[src/rtl/ns_pkt_generator.sv]
// ns_pkt_generator: emits N fixed-size packets of a selected type onto a
// 512-bit AXI-Stream toward the CMAC tx port. Each packet is one header beat
// followed by counting payload beats, with optional idle cycles between packets.
// Optional feature: define NS_PKTGEN_SEQNUM_EN to carry a 32-bit running
// sequence number in header bytes 0-3 (otherwise those bytes are zero).
module ns_pkt_generator #(
  parameter int unsigned DW         = 512,
  parameter int unsigned GAP_CYCLES = 0
) (
  input  logic            clk,
  input  logic            aresetn,
  input  logic [1:0]      cmd_type,
  input  logic [31:0]     cmd_count,
  input  logic            cmd_valid,
  output logic            cmd_ready,
  output logic [DW-1:0]   axis_tx_tdata,
  output logic [DW/8-1:0] axis_tx_tkeep,
  output logic            axis_tx_tlast,
  output logic            axis_tx_tvalid,
  input  logic            axis_tx_tready,
  output logic            busy,
  output logic            done
);

  localparam int unsigned KW     = DW / 8;
  localparam int unsigned NWORDS = DW / 32;
  localparam int unsigned BIDX_W = 7;
  localparam int unsigned CNT_W  = 32;

  typedef enum logic [1:0] {S_IDLE, S_HEADER, S_PAYLOAD, S_GAP} state_e;

  state_e              state_q, state_d;
  logic [1:0]          type_q, type_d;
  logic [CNT_W-1:0]    rem_q, rem_d;
  logic [BIDX_W-1:0]   beat_q, beat_d;
  logic [CNT_W-1:0]    gap_q, gap_d;
  logic                tvalid_q, tvalid_d;
  logic [DW-1:0]       tdata_q, tdata_d;
  logic [KW-1:0]       tkeep_q, tkeep_d;
  logic                tlast_q, tlast_d;
  logic                busy_q, busy_d;
  logic                done_q, done_d;
  logic                cmd_ready_q, cmd_ready_d;
  logic                start_pkt, finish_cmd, clear_beat;
  logic [31:0]         hdr_seq;
`ifdef NS_PKTGEN_SEQNUM_EN
  logic [31:0]         seq_q, seq_d;
`endif

  // Index of the final beat of a packet (header is beat 0)
  function automatic logic [BIDX_W-1:0] last_idx(input logic [1:0] t);
    case (t)
      2'd0:    return BIDX_W'(64);
      2'd1:    return BIDX_W'(2);
      default: return BIDX_W'(1);
    endcase
  endfunction

  // Byte enables of the final beat; only the short packet types are partial
  function automatic logic [KW-1:0] last_keep(input logic [1:0] t);
    logic [KW-1:0] k;
    k = '0;
    case (t)
      2'd2:    k[3:0]  = '1;
      2'd3:    k[35:0] = '1;
      default: k       = '1;
    endcase
    return k;
  endfunction

  // Header beat: little-endian sequence in bytes 0-3, type in byte 4
  function automatic logic [DW-1:0] hdr_beat(input logic [31:0] seq, input logic [1:0] t);
    logic [DW-1:0] d;
    d        = '0;
    d[31:0]  = seq;
    d[39:32] = 8'(t);
    return d;
  endfunction

  // Payload beat n: every 32-bit word carries n
  function automatic logic [DW-1:0] pay_beat(input logic [BIDX_W-1:0] n);
    return {NWORDS{32'(n)}};
  endfunction

  // Next-state and registered-output computation
  always_comb begin
    state_d     = state_q;
    type_d      = type_q;
    rem_d       = rem_q;
    beat_d      = beat_q;
    gap_d       = gap_q;
    tvalid_d    = tvalid_q;
    tdata_d     = tdata_q;
    tkeep_d     = tkeep_q;
    tlast_d     = tlast_q;
    busy_d      = busy_q;
    done_d      = 1'b0;
    start_pkt   = 1'b0;
    finish_cmd  = 1'b0;
    clear_beat  = 1'b0;
    hdr_seq     = 32'd0;
`ifdef NS_PKTGEN_SEQNUM_EN
    seq_d       = seq_q;
`endif

    case (state_q)
      S_IDLE: begin
        if (cmd_valid && cmd_ready_q) begin
          type_d = cmd_type;
          rem_d  = cmd_count;
          if (cmd_count == CNT_W'(0)) done_d = 1'b1;
          else                        start_pkt = 1'b1;
        end
      end
      S_HEADER, S_PAYLOAD: begin
        if (tvalid_q && axis_tx_tready) begin
          if (tlast_q) begin
            rem_d = rem_q - CNT_W'(1);
`ifdef NS_PKTGEN_SEQNUM_EN
            seq_d = seq_q + 32'd1;
`endif
            if (GAP_CYCLES != 0) begin
              state_d    = S_GAP;
              gap_d      = CNT_W'(GAP_CYCLES - 1);
              clear_beat = 1'b1;
            end else if (rem_d != CNT_W'(0)) begin
              start_pkt = 1'b1;
            end else begin
              finish_cmd = 1'b1;
            end
          end else begin
            state_d = S_PAYLOAD;
            beat_d  = beat_q + BIDX_W'(1);
            tdata_d = pay_beat(beat_d);
            tlast_d = (beat_d == last_idx(type_q));
            tkeep_d = tlast_d ? last_keep(type_q) : '1;
          end
        end
      end
      S_GAP: begin
        if (gap_q == CNT_W'(0)) begin
          if (rem_q != CNT_W'(0)) start_pkt  = 1'b1;
          else                    finish_cmd = 1'b1;
        end else begin
          gap_d = gap_q - CNT_W'(1);
        end
      end
      default: state_d = S_IDLE;
    endcase

`ifdef NS_PKTGEN_SEQNUM_EN
    hdr_seq = seq_d;
`endif

    if (start_pkt) begin
      state_d  = S_HEADER;
      beat_d   = '0;
      tvalid_d = 1'b1;
      tdata_d  = hdr_beat(hdr_seq, type_d);
      tkeep_d  = '1;
      tlast_d  = 1'b0;
      busy_d   = 1'b1;
    end

    if (finish_cmd) begin
      state_d    = S_IDLE;
      busy_d     = 1'b0;
      done_d     = 1'b1;
      clear_beat = 1'b1;
    end

    if (clear_beat) begin
      tvalid_d = 1'b0;
      tdata_d  = '0;
      tkeep_d  = '0;
      tlast_d  = 1'b0;
    end

    cmd_ready_d = (state_d == S_IDLE);
  end

  // State and output registers
  always_ff @(posedge clk or negedge aresetn) begin
    if (!aresetn) begin
      state_q     <= S_IDLE;
      type_q      <= '0;
      rem_q       <= '0;
      beat_q      <= '0;
      gap_q       <= '0;
      tvalid_q    <= 1'b0;
      tdata_q     <= '0;
      tkeep_q     <= '0;
      tlast_q     <= 1'b0;
      busy_q      <= 1'b0;
      done_q      <= 1'b0;
      cmd_ready_q <= 1'b0;
`ifdef NS_PKTGEN_SEQNUM_EN
      seq_q       <= '0;
`endif
    end else begin
      state_q     <= state_d;
      type_q      <= type_d;
      rem_q       <= rem_d;
      beat_q      <= beat_d;
      gap_q       <= gap_d;
      tvalid_q    <= tvalid_d;
      tdata_q     <= tdata_d;
      tkeep_q     <= tkeep_d;
      tlast_q     <= tlast_d;
      busy_q      <= busy_d;
      done_q      <= done_d;
      cmd_ready_q <= cmd_ready_d;
`ifdef NS_PKTGEN_SEQNUM_EN
      seq_q       <= seq_d;
`endif
    end
  end

  assign cmd_ready      = cmd_ready_q;
  assign axis_tx_tdata  = tdata_q;
  assign axis_tx_tkeep  = tkeep_q;
  assign axis_tx_tlast  = tlast_q;
  assign axis_tx_tvalid = tvalid_q;
  assign busy           = busy_q;
  assign done           = done_q;

endmodule
[config.mk]
export PLATFORM = sky130hd
export DESIGN_NAME = ns_pkt_generator
export DESIGN_NICKNAME = d
export VERILOG_FILES = /design/src/rtl/ns_pkt_generator.sv
export SDC_FILE = /design/constraint.sdc
export NUM_CORES = 1
export LEC_CHECK = 0
export ABC_AREA = 1
export CAP_MARGIN = 20
export CELL_PAD_IN_SITES_DETAIL_PLACEMENT = 2
export CELL_PAD_IN_SITES_GLOBAL_PLACEMENT = 2
export CORE_AREA = 2 2 244 246
export CTS_CLUSTER_SIZE = 8
export DETAILED_ROUTE_END_ITERATION = 12
export DIE_AREA = 0 0 246 248
export PLACE_DENSITY = 0.72
export RECOVER_POWER = 50
export SETUP_SLACK_MARGIN = 0.05
export SLEW_MARGIN = 20
export SYNTH_ARGS = -nofsm -noshare
export SYNTH_HDL_FRONTEND = slang
export SYNTH_SLANG_ARGS = --single-unit
[constraint.sdc]
create_clock -name clk -period 5.8 [get_ports clk]
set_input_delay 1.16 -clock clk [delete_from_list [all_inputs] [get_ports clk]]
set_output_delay 1.16 -clock clk [all_outputs]
set_load 0.02 [all_outputs]
* Yosys cells after proc, flatten, opt, wreduce, memory -nomap -nowiden
Cells that the tools add are included. W data, S select, Z words.
Word-level totals: register bits 656, input bits 38, output and inout port bits 581, logic and storage cells 110
Cells by class: add/sub/neg operators 3, equal/unequal tests 12, multiplexer cells 59, bitwise logic cells 1, reductions and logical operators 23
Operators by type and width (count):
- $mux W512 | 5
- $mux W64 | 6
- $mux W32 | 4
- $logic_not A32 Y1 | 2
- $pmux W32 S2 | 1
- $reduce_bool A32 Y1 | 2
- $sub A32 B1 Y32 const B | 2
- $mux W7 | 7
- $mux W28 | 1
- $mux W1 | 25
- $mux W2 | 7
- $pmux W7 S2 | 1
- $reduce_bool A2 Y1 | 5
- $eq A2 B2 Y1 const B | 4
- $add A7 B1 Y7 const B | 1
- $eq A7 B7 Y1 | 1
- $logic_not A2 Y1 | 3
- $ne A2 B2 Y1 const B | 3
- $reduce_and A3 Y1 | 2
- $reduce_bool A3 Y1 | 2
- $eq A2 B1 Y1 const B | 2
- $reduce_and A2 Y1 | 2
- $reduce_and A4 Y1 | 1
- $reduce_or A2 Y1 | 2
- other kinds (6) | 7

* Longest topological paths before layout
word-level depth 12, depth in mapped cells 21, depth with buffers taken out 20

* Least setup slack after synthesis
Ideal clock, no wire load.
path kind input to register, start point input cmd_count[11], end point register tkeep_q[35] (netlist: axis_tx_tkeep[35]), setup time 0.119 ns, arrival 2.371 ns, required time 5.681 ns, slack 3.309 ns, cell stages on the path 9, path buffers 1, cells stage by stage nor4_1 -> nand4_1 -> nor2_1 -> o21ai_0 -> nand2_4 -> buf_4 -> nand3_1 -> nand2_1 -> nand2_1
Between the ends: word-level cells in the longest chain between the ends 6, elaborated cells between the ends (all ways) 10, classes of those cells 1 x eq/ne; 5 x mux; 4 x reduce/logical
RTL lines:
- start, declared | RTL line 13 | input logic [31:0] cmd_count,
- $logic_not A32 Y1 (*) | RTL line 111 | if (cmd_count == CNT_W'(0)) done_d = 1'b1;
- $mux W1 (*) | RTL line 111
- $mux W1 (*) | RTL line 108 | if (cmd_valid && cmd_ready_q) begin
- $pmux W1 S3 (*) | RTL line 106 | case (state_q)
- $ne A3 B1 Y1 (no line), or another cell as far along
- $reduce_and A3 Y1 (no line) / $mux W64 (equally long branches)
- end signal, assigned | RTL line 208 | tkeep_q <= tkeep_d;
- end, declared | RTL line 39 | logic [KW-1:0] tkeep_q, tkeep_d;
Mark *: on every way between the ends. The rest lies on a longest branch, timed or not. A chain may end at the register's enable or synchronous reset.

==> results.cfg <==
[status]
outcome = finished with violations
violations = max-capacitance violations, max-slew violations

[clock_network]
cts_setup_buffers = 0
clk_latency_ns = 0.36
cts_hold_buf = 0
cts_num_sinks = 91
post_cts_resized = 0
cts_made_buffers = 9
clkSlewWorstSetupHoldPaths_ns = 0.07
cts_root_buffer = clkbuf_16
htreeDepth = 3
clockBufferDepth = 2
cts_tree = built

[timing]
worst-slew-pin-transition_ns = 3.54
drv_slew = 61
slew-limit-headroom = -1.36
fin_tns_setup_ns = 0
finalHoldViolations = 0
skew_ns = 0.0148
fmax_mhz = 248
setup_viol = 0
period_needed_ns = 4.03
fin_crit_sh = 0.695
grt_setup_unrepaired = no

[floorplanning]
io-pin-count = 619
coreArea_mm2 = 0.0585
initial_core_util = 0.174
die-area_mm2 = 0.0610
die_width_um = 246
placementRows = 89
die_height_um = 248

[critical_path]
reg2reg_slack_ns = 2.36
critPathRequiredTime_ns = 5.45
crit_type = in -> async
critPathTopFamily = buffers and inverters
crit_buf_inv = 1
cp_cell_sequence = clkbuf_1
ff2ff_path_depth = 17
end_kind = async pin
max_stage_delay_ns = 2.45
path_max_fanout = 60
cp_data_arrival_time_ns = 3.68
cpMaxStageDelayCell = clkbuf_1
startpoint_type = input pin
timing.rr.start = rem_q[0]
r2r_end = beat_q[2]

[power_and_ir_drop]
combPwrFrac = 0.630
p_per_area_mw_per_mm2 = 425
power.share.clock = 0.143
netSwitchingFraction = 0.537
leakagePower_nw = 5.56
internal-power_mw = 2.14
switchingPower_mw = 2.48
power.total_mw = 4.62
p_seq_frac = 0.227
ir_drop_mv = 0.217

[final_layout]
final_cell_mix = conb_1 (400), nand2_1 (224), nor2_1 (180)
layout_commonest_cell = conb_1
area_delta_synth_final_pct = 6.70
fin_nets = 1531
fillerInstances = 7082
drive_above_1_share = 0.0342
antenna_cells = 0

[logic_synthesis]
synthMuxAreaShare = 0
ys_seq_area_frac = 0.223
synth_xor_area_frac = 0.0301
syn_inst = 1436
synth_adder_area_share = 0.00736
synth.ff_latch_count = 91
synth.distinct_cells = 37
netlist_area_mm2 = 0.0102
yosysWarnings = 0
synth-compound-area-share = 0.0525
synthSimpleGateAreaFrac = 0.231
synth_top_family_by_area = buffers and inverters
synth_area_per_cell_um2 = 7.10

[global_routing]
grt_overflow_total = 0
grt_max_degree = 65
use_met1 = 0.116
met2_usage = 0.172
grtUsageTotal = 0.0958
grt_pass1_vias = 7915
antenna_found_initial = 2
gr-max-usage-layer = met2
grt_pass1_wl_um = 46000
gr-usage-met3 = 0.0198

[detailed_routing]
dr.pass1.iters = 4
initialDrtViolationCount = 307
drc = 0
vias = 7855
drtAntennaViolNets = 0
viasPerCell = 3.47
wirelength_um = 31100
wl_per_cell_um = 13.7

[hold_path]
hold_path_startpoint = axis_tx_tdata[33]
hp-class = reg -> reg
min_to = axis_tx_tdata[33]
holdPathStages = 2

[placed_design]
post-dp-hpwl_um = 25800
place_congestion = 0.806
port_buffers = 218

[run]
max-cap-violations = 1
[through the flow]
step / setup slack [ns] / hold WS [ns] / util / area, µm² / instances
2_1_floorplan: 3.31 / 0.464 / - / 11700 / 1835
3_3_place_gp: 1.91 / 0.481 / 0.181 / 10600 / 2249
3_5_place_dp: 1.85 / 0.489 / 0.181 / 10600 / 2249
4_1_cts: 2.18 / 0.501 / 0.186 / 10900 / 2265
5_1_grt: 1.10 / 0.513 / 0.186 / 10900 / 2265
6_report: 1.77 / 0.494 / 0.186 / 10900 / 2265
[cell usage after synthesis, drive strengths merged]
| cell type | n | area [µm²] |
|---|---|---|
| inv | 88 | 330 |
| nor3b | 1 | 7.51 |
| ha | 6 | 75.1 |
| nand3 | 50 | 268 |
| a21oi | 7 | 35.0 |
| nand3b | 1 | 7.51 |
| or3b | 1 | 8.76 |
| xnor2 | 8 | 70.1 |
| buf | 568 | 4260 |
| o21ai | 56 | 284 |
| o31ai | 1 | 7.51 |
| nor2 | 191 | 791 |
| nor3 | 16 | 90.1 |
| clkbuf | 13 | 48.8 |
| nand4 | 29 | 181 |
| nor4 | 14 | 87.6 |
| o22ai | 28 | 175 |
| xor2 | 27 | 236 |
| or4 | 1 | 7.51 |
| nand2 | 233 | 907 |
| conb | 1 | 3.75 |
| o211ai | 2 | 15.0 |
| a31oi | 3 | 18.8 |
| dfrtp | 91 | 2280 |
[per-layer routing]
metal / routed length, µm / part of all wire / vias to the layer above
met5: 8 / 0.00026 / -
met4: 418 / 0.013 / 2
met3: 2180 / 0.070 / 24
met2: 15600 / 0.50 / 339
met1: 12800 / 0.41 / 3819
li1: - / - / 3671
[registers in the layout, indices dropped and copies added (netlist names)]
signal         count
axis_tx_tdata      9
busy               1
axis_tx_tkeep      3
beat_q             7
rem_q             32
done               1
type_q             2
cmd_ready          1
axis_tx_tlast      1
gap_q             32
state_q            2
[how the worst max path moves through the flow]
stage                        from                 to  cells past startpoint
floorplan           cmd_count[11]  axis_tx_tkeep[35]                      9
global placement    cmd_count[15]          beat_q[1]                      9
detailed placement  cmd_count[15]  axis_tx_tkeep[62]                     10
CTS                 cmd_count[15]          beat_q[2]                     10
global route              aresetn           rem_q[0]                      1
finish                    aresetn           rem_q[0]                      1
[power by group through the flow]
stage	Clock (mW)	Combinational [mW]	Sequential [mW]
3_3_place_gp	0	2.88	1.05
4_1_cts	0.686	2.96	1.06
5_1_grt	0.707	3.20	1.09
3_5_place_dp	0	2.95	1.07
6_report	0.662	2.91	1.05
2_1_floorplan	0	2.41	1.02
[kinds of logic after synthesis]
logic type                 count (synthesis)
buffers and inverters                    669
DFF                                       91
and+or+nand+nor                          537
xor gates and xnor gates                  35
AOI/OAI and AO/OA                         97
other                                      1
adders and majority gates                  6
[final cells by class]
class                      instances  area (µm²)  share of cell area
clock buffer                       9         225              0.0207
clock inverter                     7        97.6             0.00897
inverter                          88         330              0.0304
multi-input combinational       1075        4780               0.439
sequential                        91        2280               0.209
tap                              773         967              0.0889
timing repair buffer             222        2210               0.203
Note: power is estimated with default switching activity, not from simulation.
